`src/rtl/rom_arbiter.sv`:
```
// rom_arbiter: round-robin arbiter issuing burst reads to a synchronous ROM,
// routing each registered ROM word back to the requester that issued it.
module rom_arbiter #(
   parameter int NUM_REQ    = 4,
   parameter int ADDR_WIDTH = 8,
   parameter int DATA_WIDTH = 8,
   parameter int LEN_WIDTH  = 4
) (
   input  logic                          clock,
   input  logic                          reset_n,
   input  logic [NUM_REQ-1:0]            req_valid,
   input  logic [NUM_REQ*ADDR_WIDTH-1:0] req_addr,
   input  logic [NUM_REQ*LEN_WIDTH-1:0]  req_len,
   output logic [NUM_REQ-1:0]            req_ready,
   output logic [ADDR_WIDTH-1:0]         rom_addr,
   input  logic [DATA_WIDTH-1:0]         rom_data,
   output logic [NUM_REQ-1:0]            rsp_valid,
   output logic [DATA_WIDTH-1:0]         rsp_data,
   output logic                          rsp_last,
   output logic                          busy
);
   localparam int IW = (NUM_REQ > 1) ? $clog2(NUM_REQ) : 1;
   localparam logic [NUM_REQ-1:0] ONE = NUM_REQ'(1);
   typedef enum logic {IDLE, BURST} state_t;
   state_t state, state_next;
   logic [IW-1:0] ptr, owner, gnt, idx, s1_owner;
   logic gnt_any, accept, issue, s1_valid, s1_last;
   logic [LEN_WIDTH-1:0] remaining;
   logic [ADDR_WIDTH-1:0] addr_arr [NUM_REQ];
   logic [LEN_WIDTH-1:0] len_arr [NUM_REQ];

   for (genvar i = 0; i < NUM_REQ; i++) begin : g_slice
      assign addr_arr[i] = req_addr[i*ADDR_WIDTH +: ADDR_WIDTH];
      assign len_arr[i]  = req_len[i*LEN_WIDTH +: LEN_WIDTH];
   end

   // scan downward so the candidate closest after ptr is the last one written
   always_comb begin
      gnt = '0;
      idx = '0;
      gnt_any = 1'b0;
      for (int k = NUM_REQ; k >= 1; k--) begin
         idx = IW'((int'(ptr) + k) % NUM_REQ);
         if (req_valid[idx]) begin
            gnt = idx;
            gnt_any = 1'b1;
         end
      end
   end

   assign accept     = (state == IDLE) && gnt_any;
   assign issue      = accept || ((state == BURST) && (remaining != '0));
   assign req_ready  = accept ? ONE << gnt : '0;
   assign busy       = (state == BURST);
   assign rsp_data   = rom_data;
   assign state_next = accept ? BURST : ((state == BURST) && (remaining == '0)) ? IDLE : state;

   always_ff @(posedge clock or negedge reset_n)
      if (!reset_n) state <= IDLE;
      else          state <= state_next;

   // s1 tags the address in flight at the ROM; rsp_valid/rsp_last form the second stage
   always_ff @(posedge clock or negedge reset_n) begin
      if (!reset_n) begin
         ptr       <= IW'(NUM_REQ - 1);
         rom_addr  <= '0;
         remaining <= '0;
         owner     <= '0;
         s1_valid  <= 1'b0;
         s1_last   <= 1'b0;
         s1_owner  <= '0;
         rsp_valid <= '0;
         rsp_last  <= 1'b0;
      end else begin
         if (accept) begin
            rom_addr  <= addr_arr[gnt];
            remaining <= len_arr[gnt];
            owner     <= gnt;
            ptr       <= gnt;
         end else if (issue) begin
            rom_addr  <= rom_addr + ADDR_WIDTH'(1);
            remaining <= remaining - LEN_WIDTH'(1);
         end
         s1_valid  <= issue;
         s1_owner  <= accept ? gnt : owner;
         s1_last   <= accept ? (len_arr[gnt] == '0) : (remaining == LEN_WIDTH'(1));
         rsp_valid <= s1_valid ? ONE << s1_owner : '0;
         rsp_last  <= s1_valid & s1_last;
      end
   end
endmodule

```
`config.mk`:
```
export PLATFORM = sky130hd
export DESIGN_NAME = rom_arbiter
export DESIGN_NICKNAME = d
export VERILOG_FILES = /design/src/rtl/rom_arbiter.sv
export SDC_FILE = /design/constraint.sdc
export NUM_CORES = 1
export LEC_CHECK = 0
export ABC_AREA = 0
export BUFFER_PORTS_ARGS = -buffer_cell sky130_fd_sc_hd__buf_2
export CAP_MARGIN = 10
export CELL_PAD_IN_SITES_DETAIL_PLACEMENT = 1
export CELL_PAD_IN_SITES_GLOBAL_PLACEMENT = 1
export CORE_MARGIN = 2
export CORE_UTILIZATION = 36
export CTS_CLUSTER_DIAMETER = 40
export DETAILED_ROUTE_END_ITERATION = 12
export GPL_TIMING_DRIVEN = 0
export MAX_ROUTING_LAYER = met4
export PLACE_DENSITY = 0.86
export SLEW_MARGIN = 20
export SYNTH_ARGS = -nofsm -noshare
export SYNTH_HDL_FRONTEND = slang
export SYNTH_SLANG_ARGS = --single-unit
```
`constraint.sdc`:
```
create_clock -name clock -period 3.4 [get_ports clock]
set_clock_uncertainty 0.1 [all_clocks]
set_input_delay 0 -clock clock [delete_from_list [all_inputs] [get_ports clock]]
set_output_delay 0 -clock clock [all_outputs]
set_load 0.03 [all_outputs]
```
[Yosys cells after proc, flatten, opt, wreduce, memory -nomap -nowiden]
Index checks and enable logic that the tools add are counted.
Word-level totals
  flip-flop bits (word level): 24
  input port bits: 62
  output and inout bits: 26
  logic and storage cells: 66
Operators by class
  $add $sub $neg: 6
  order comparisons: 5
  eq/ne operators: 1
  shift operators: 2
  mux-type cells: 31
  bitwise logic cells: 3
  reduce and logical (&&, ||, !) cells: 9
Operator list (count)
  $mux W8: 4
  $mux W4: 6
  $bmux W8 S2: 1
  $lt A2 B3 Y1 const B: 4
  $mux W1: 11
  $add A8 B1 Y8 const B: 1
  $bmux W1 S2: 4
  $bmux W4 S2: 1
  $logic_not A4 Y1: 2
  $mux W2: 4
  $shl A1 B2 Y4 const A: 2
  $add A2 B1 Y2 const B: 2
  $add A2 B2 Y2 const B: 2
  $eq A4 B1 Y1 const B: 1
  $reduce_bool A2 Y1: 2
  $reduce_bool A4 Y1: 1
  $sub A4 B1 Y4 const B: 1
  $ge A3 B3 Y1 const B: 1
  $logic_and A1 B1 Y1: 3
  $not A2 Y3: 1
  $and A1 B1 Y1: 1
  $logic_or A1 B1 Y1: 1
  $not A1 Y1: 1

[Depth between registers and ports, before layout]
  depth after elaboration: 13
  depth in mapped cells: 8
  depth with buffers taken out: 7

[Worst setup path before layout]
OpenSTA, ideal clock, no wires.
  path kind: register to output
  start: reg ptr[0]
  end: out req_ready[0]
  data arrival time: 2.264 ns
  data required time: 3.300 ns
  slack: 1.036 ns
  cell stages (with the launch flop): 6
  path buffers: 1
  cells stage by stage: dfstp_2 nor2b_1 o21a_1 nor3_2 buf_4 nor3b_1
On the way
  word-level cells in the longest chain between the ends: 9
  elaborated cells on any way between the ends: 23
  those cells by class: 4 x add/sub; 1 x shift; 17 x mux; 1 x reduce/logical
RTL lines
  start: declaration: RTL line 26  | logic [IW-1:0] ptr, owner, gnt, idx, s1_owner;
  start signal: assignment: RTL line 65  | ptr <= IW'(NUM_REQ - 1);
  start signal: assignment: RTL line 79  | ptr <= gnt;
  $add A2 B1 Y2: RTL line 43  | idx = IW'((int'(ptr) + k) % NUM_REQ);
  $bmux W1 S2: RTL line 44  | if (req_valid[idx]) begin
  $mux W1 (not written as such): RTL line 44
  $mux W2 or $mux W1 (tied branches) (4 in series): RTL line 44
  $shl A1 B2 Y4 or $logic_and A1 B1 Y1 (tied branches): RTL line 53, 51
  $mux W4 (*): RTL line 53  | assign req_ready = accept ? ONE << gnt : '0;
  end: declaration: RTL line 14  | output logic [NUM_REQ-1:0] req_ready,
Every way passes the cells marked *; elsewhere a longest branch is shown, timed or not. The select of a mux whose other input is x is not followed.

[Worst setup path after layout]
Ends and elaborated chain as after synthesis.

==> impl_metrics.toml <==
[finish]
diodes = 0
nets = 347
drive_gt1_share_pct = 39.5
syn2layout_area_growth_pct = 29.4
stdcell_area_sq_mm = 0.00241

[timing]
slew_headroom_pct = 48.1
tightest_slew_ns = 0.777
slew_violations = 0
setup_viol = 0
max_freq_ghz = 0.373
worst_slack_ns = 0.716
finalCriticalPeriod_ns = 2.68
fin_crit_sh_pct = 78.9
hold_viol = 0
tns_ns = 0
rsz0062_at_grt = "false"

[setup_path]
path_max_fanout = 10
required_ns = 3.30
crit_type = "flop to output pin"
path_cells = "nor2b_1 -> o21a_1 -> nor3_2 -> buf_4 -> nor3b_1 -> buf_2"
max_stage_delay_ns = 0.65
cp_slowest_cell = "nor3_2"
critPathLaunchType = "flop"
arrival_ns = 2.58
endpoint_kind = "output pin"

[clock_network]
cts_max_level = 1
numCtsBuffers = 3
cts.sinks = 24
clock_latency_ns = 0.26
cts_root_buffer = "clkbuf_8"
tritoncts = "built"
clk_pin_slew_ns = 0.08
cts.repair.resized = 0
cts_buffer_depth = 2

[logic_synthesis]
synth_most_common_cell = "mux2i_1"
netlist_area_sq_mm = 0.00186
yosysTopAreaCellShare_pct = 29.5
async_reset_ff_share_pct = 100
synth_warnings = 0
synth_cell_types = 46
synth_common_cells = "mux2i_1 (27), dfrtp_1 (22), nor2_1 (15)"
synth-compound-area-share_pct = 19.1
synth_edf_count = 0
ys_ff_latch = 24
synth_seq_area_share_pct = 32.3
synth_xor_area_share_pct = 1.88
synth_largest_area_cell = "dfrtp_1"
yosys.area_share.simple_pct = 18.9
synth-main-ff-cell = "dfrtp_1"
synth.area.mux_share_pct = 17.5
synth_top_family_by_area = "compound AO/OA/AOI/OAI gates"
synth_area_leaders = "dfrtp_1 (30%), mux2i_1 (14%), buf_4 (4.0%), mux2_2 (3.0%), nor2_1 (3.0%)"
synth-adder-area-share_pct = 2.01
synthCells = 197
avgSynthCellArea_sq_um = 9.46
synth_fp_nets = 262

[global_routing]
grt_overflow = 0
grt_max_degree = 25
grt_pass1_vias = 1915
grt_pass1_wl_um = 9030
grt.total_usage_pct = 19.2
antenna_found_initial = 0

[power]
p_int_mw = 1.06
p_sw_share_pct = 47.4
power.leakage_nw = 1.21
pwr-share-seq_pct = 28.2
switching_power_uw = 959
powerDensity_mw_per_mm2 = 839
combPwrFrac_pct = 62.5
pwr-share-clk_pct = 9.3
ir_worst_vdd_v = 0.000441

[place]
dp_worst_setup_slack_ns = 0.747
gp_congestion = 0.881
dpl_cell_area_sq_mm = 0.00235
portBuffers = 79
hpwlAfterDp_um = 4200

[die]
ioPinCount = 88
start_util_pct = 37.0
die_x_um = 76.0
die_area_sq_mm = 0.00577
fp.dieH_um = 76.0
rows = 26
core_sq_mm = 0.00504

[detailed_routing]
drc_errors = 0
dr_total_vias = 1847
wl_per_cell_um = 15.1
drtIter0Drc = 36
first_pass_iters = 4
viasPerCell = 5.26
routed_wirelength_um = 5290
postRouteAntennaNets = 0

[worst_hold_path]
min_path_type = "input port to flop"

[status]
status = "finished, final reports clean"

[job]
maxCapViolCount = 0
[per-stage QoR]
step / hold slack, ns / total power [mW] / utilization, % / instances
final: 0.0815 / 2.02 / 47.8 / 351
after global routing: 0.104 / 2.19 / 47.8 / 351
after CTS: 0.0822 / 2.04 / 47.8 / 351
after detailed placement: -0.0792 / 1.84 / 46.6 / 346
after global placement: -0.0826 / 1.79 / 46.6 / 346
after floorplan: -0.396 / 1.50 / - / 197
[kinds of logic (layout without fill, tap and decap cells)]
kind of cell / count (synthesis) / after routing
buf+inv: 23 / 107
fa+ha+maj: 3 / 3
compound gates: 47 / 47
xor+xnor: 4 / 4
mux: 32 / 32
flops: 24 / 24
simple gates: 64 / 64
[power groups by stage]
stage | Clock (mW) | Combinational, mW | Sequential, mW
5_1_grt | 0.205 | 1.38 | 0.596
4_1_cts | 0.196 | 1.28 | 0.570
2_1_floorplan | 0 | 0.803 | 0.692
3_3_place_gp | 0 | 1.22 | 0.566
3_5_place_dp | 0 | 1.27 | 0.572
6_report | 0.189 | 1.26 | 0.570
[placed cells by master, fill, tap and decap left out, types with 3 or more instances in the layout]
cell,instances
buf_2,81
mux2i_1,27
dfrtp_1,22
nor2_1,15
nand2_1,12
buf_4,10
o21ai_0,9
a21oi_1,8
nor3b_1,7
nand3_1,6
and3_1,5
a211oi_1,5
mux2_2,5
inv_1,4
clkbuf_1,4
a21o_1,4
nor4bb_1,4
a311o_1,4
clkbuf_8,4
nor3_1,3
ha_1,3
[registers in the layout, indices dropped and copies added (netlist names)]
| register | cells |
|---|---|
| rsp_last | 1 |
| s1_last | 1 |
| rom_addr | 8 |
| s1_valid | 1 |
| ptr | 2 |
| busy | 1 |
| owner | 2 |
| rsp_valid | 4 |
| remaining | 4 |
[critical path, delay by kind of cell, from the launching register on]
family	cells	cell delay, ns
buffers and inverters	2	0.55
AND/OR/NAND/NOR	3	0.93
AO/OA/AOI/OAI	1	0.22
flip-flops	1	0.63
[worst paths after layout]
kind | startpoint | endpoint | slack, ns | depth (start not counted)
setup reg to reg | remaining[0] | rom_addr[4] | 0.75 | 8
min in group asynchronous | reset_n | rsp_valid[2] | 0.15 | 2
hold / removal | req_addr[9] | rom_addr[1] | 0.08 | 4
setup / recovery | ptr[0] | req_ready[0] | 0.72 | 6
max in group asynchronous | reset_n | ptr[1] | 2.67 | 2
hold reg to reg | s1_last | rsp_last | 0.37 | 1
[cell type report]
type | count | area, sq um
inverters | 4 | 15.0
repair buffers | 80 | 405
fillers | 617 | 2630
well taps | 70 | 87.6
flip-flops and latches | 24 | 603
clock buffers | 4 | 55.1
multi-input cells | 150 | 1110
plain buffers | 19 | 138
[repair_timing]
item,in CTS,in global routing
endpoints found under the hold margin,24,0
hold buffers,1,0
buffers inserted,0,0
[layer usage]
metal,share of wire (%),global-route usage (%),up-vias
met3,4.5,3.21,6
met2,51,35.2,66
met5,0,-,-
met4,0.83,2.73,0
li1,-,-,893
met1,44,22.8,882
(Power assumes the default switching activity.)
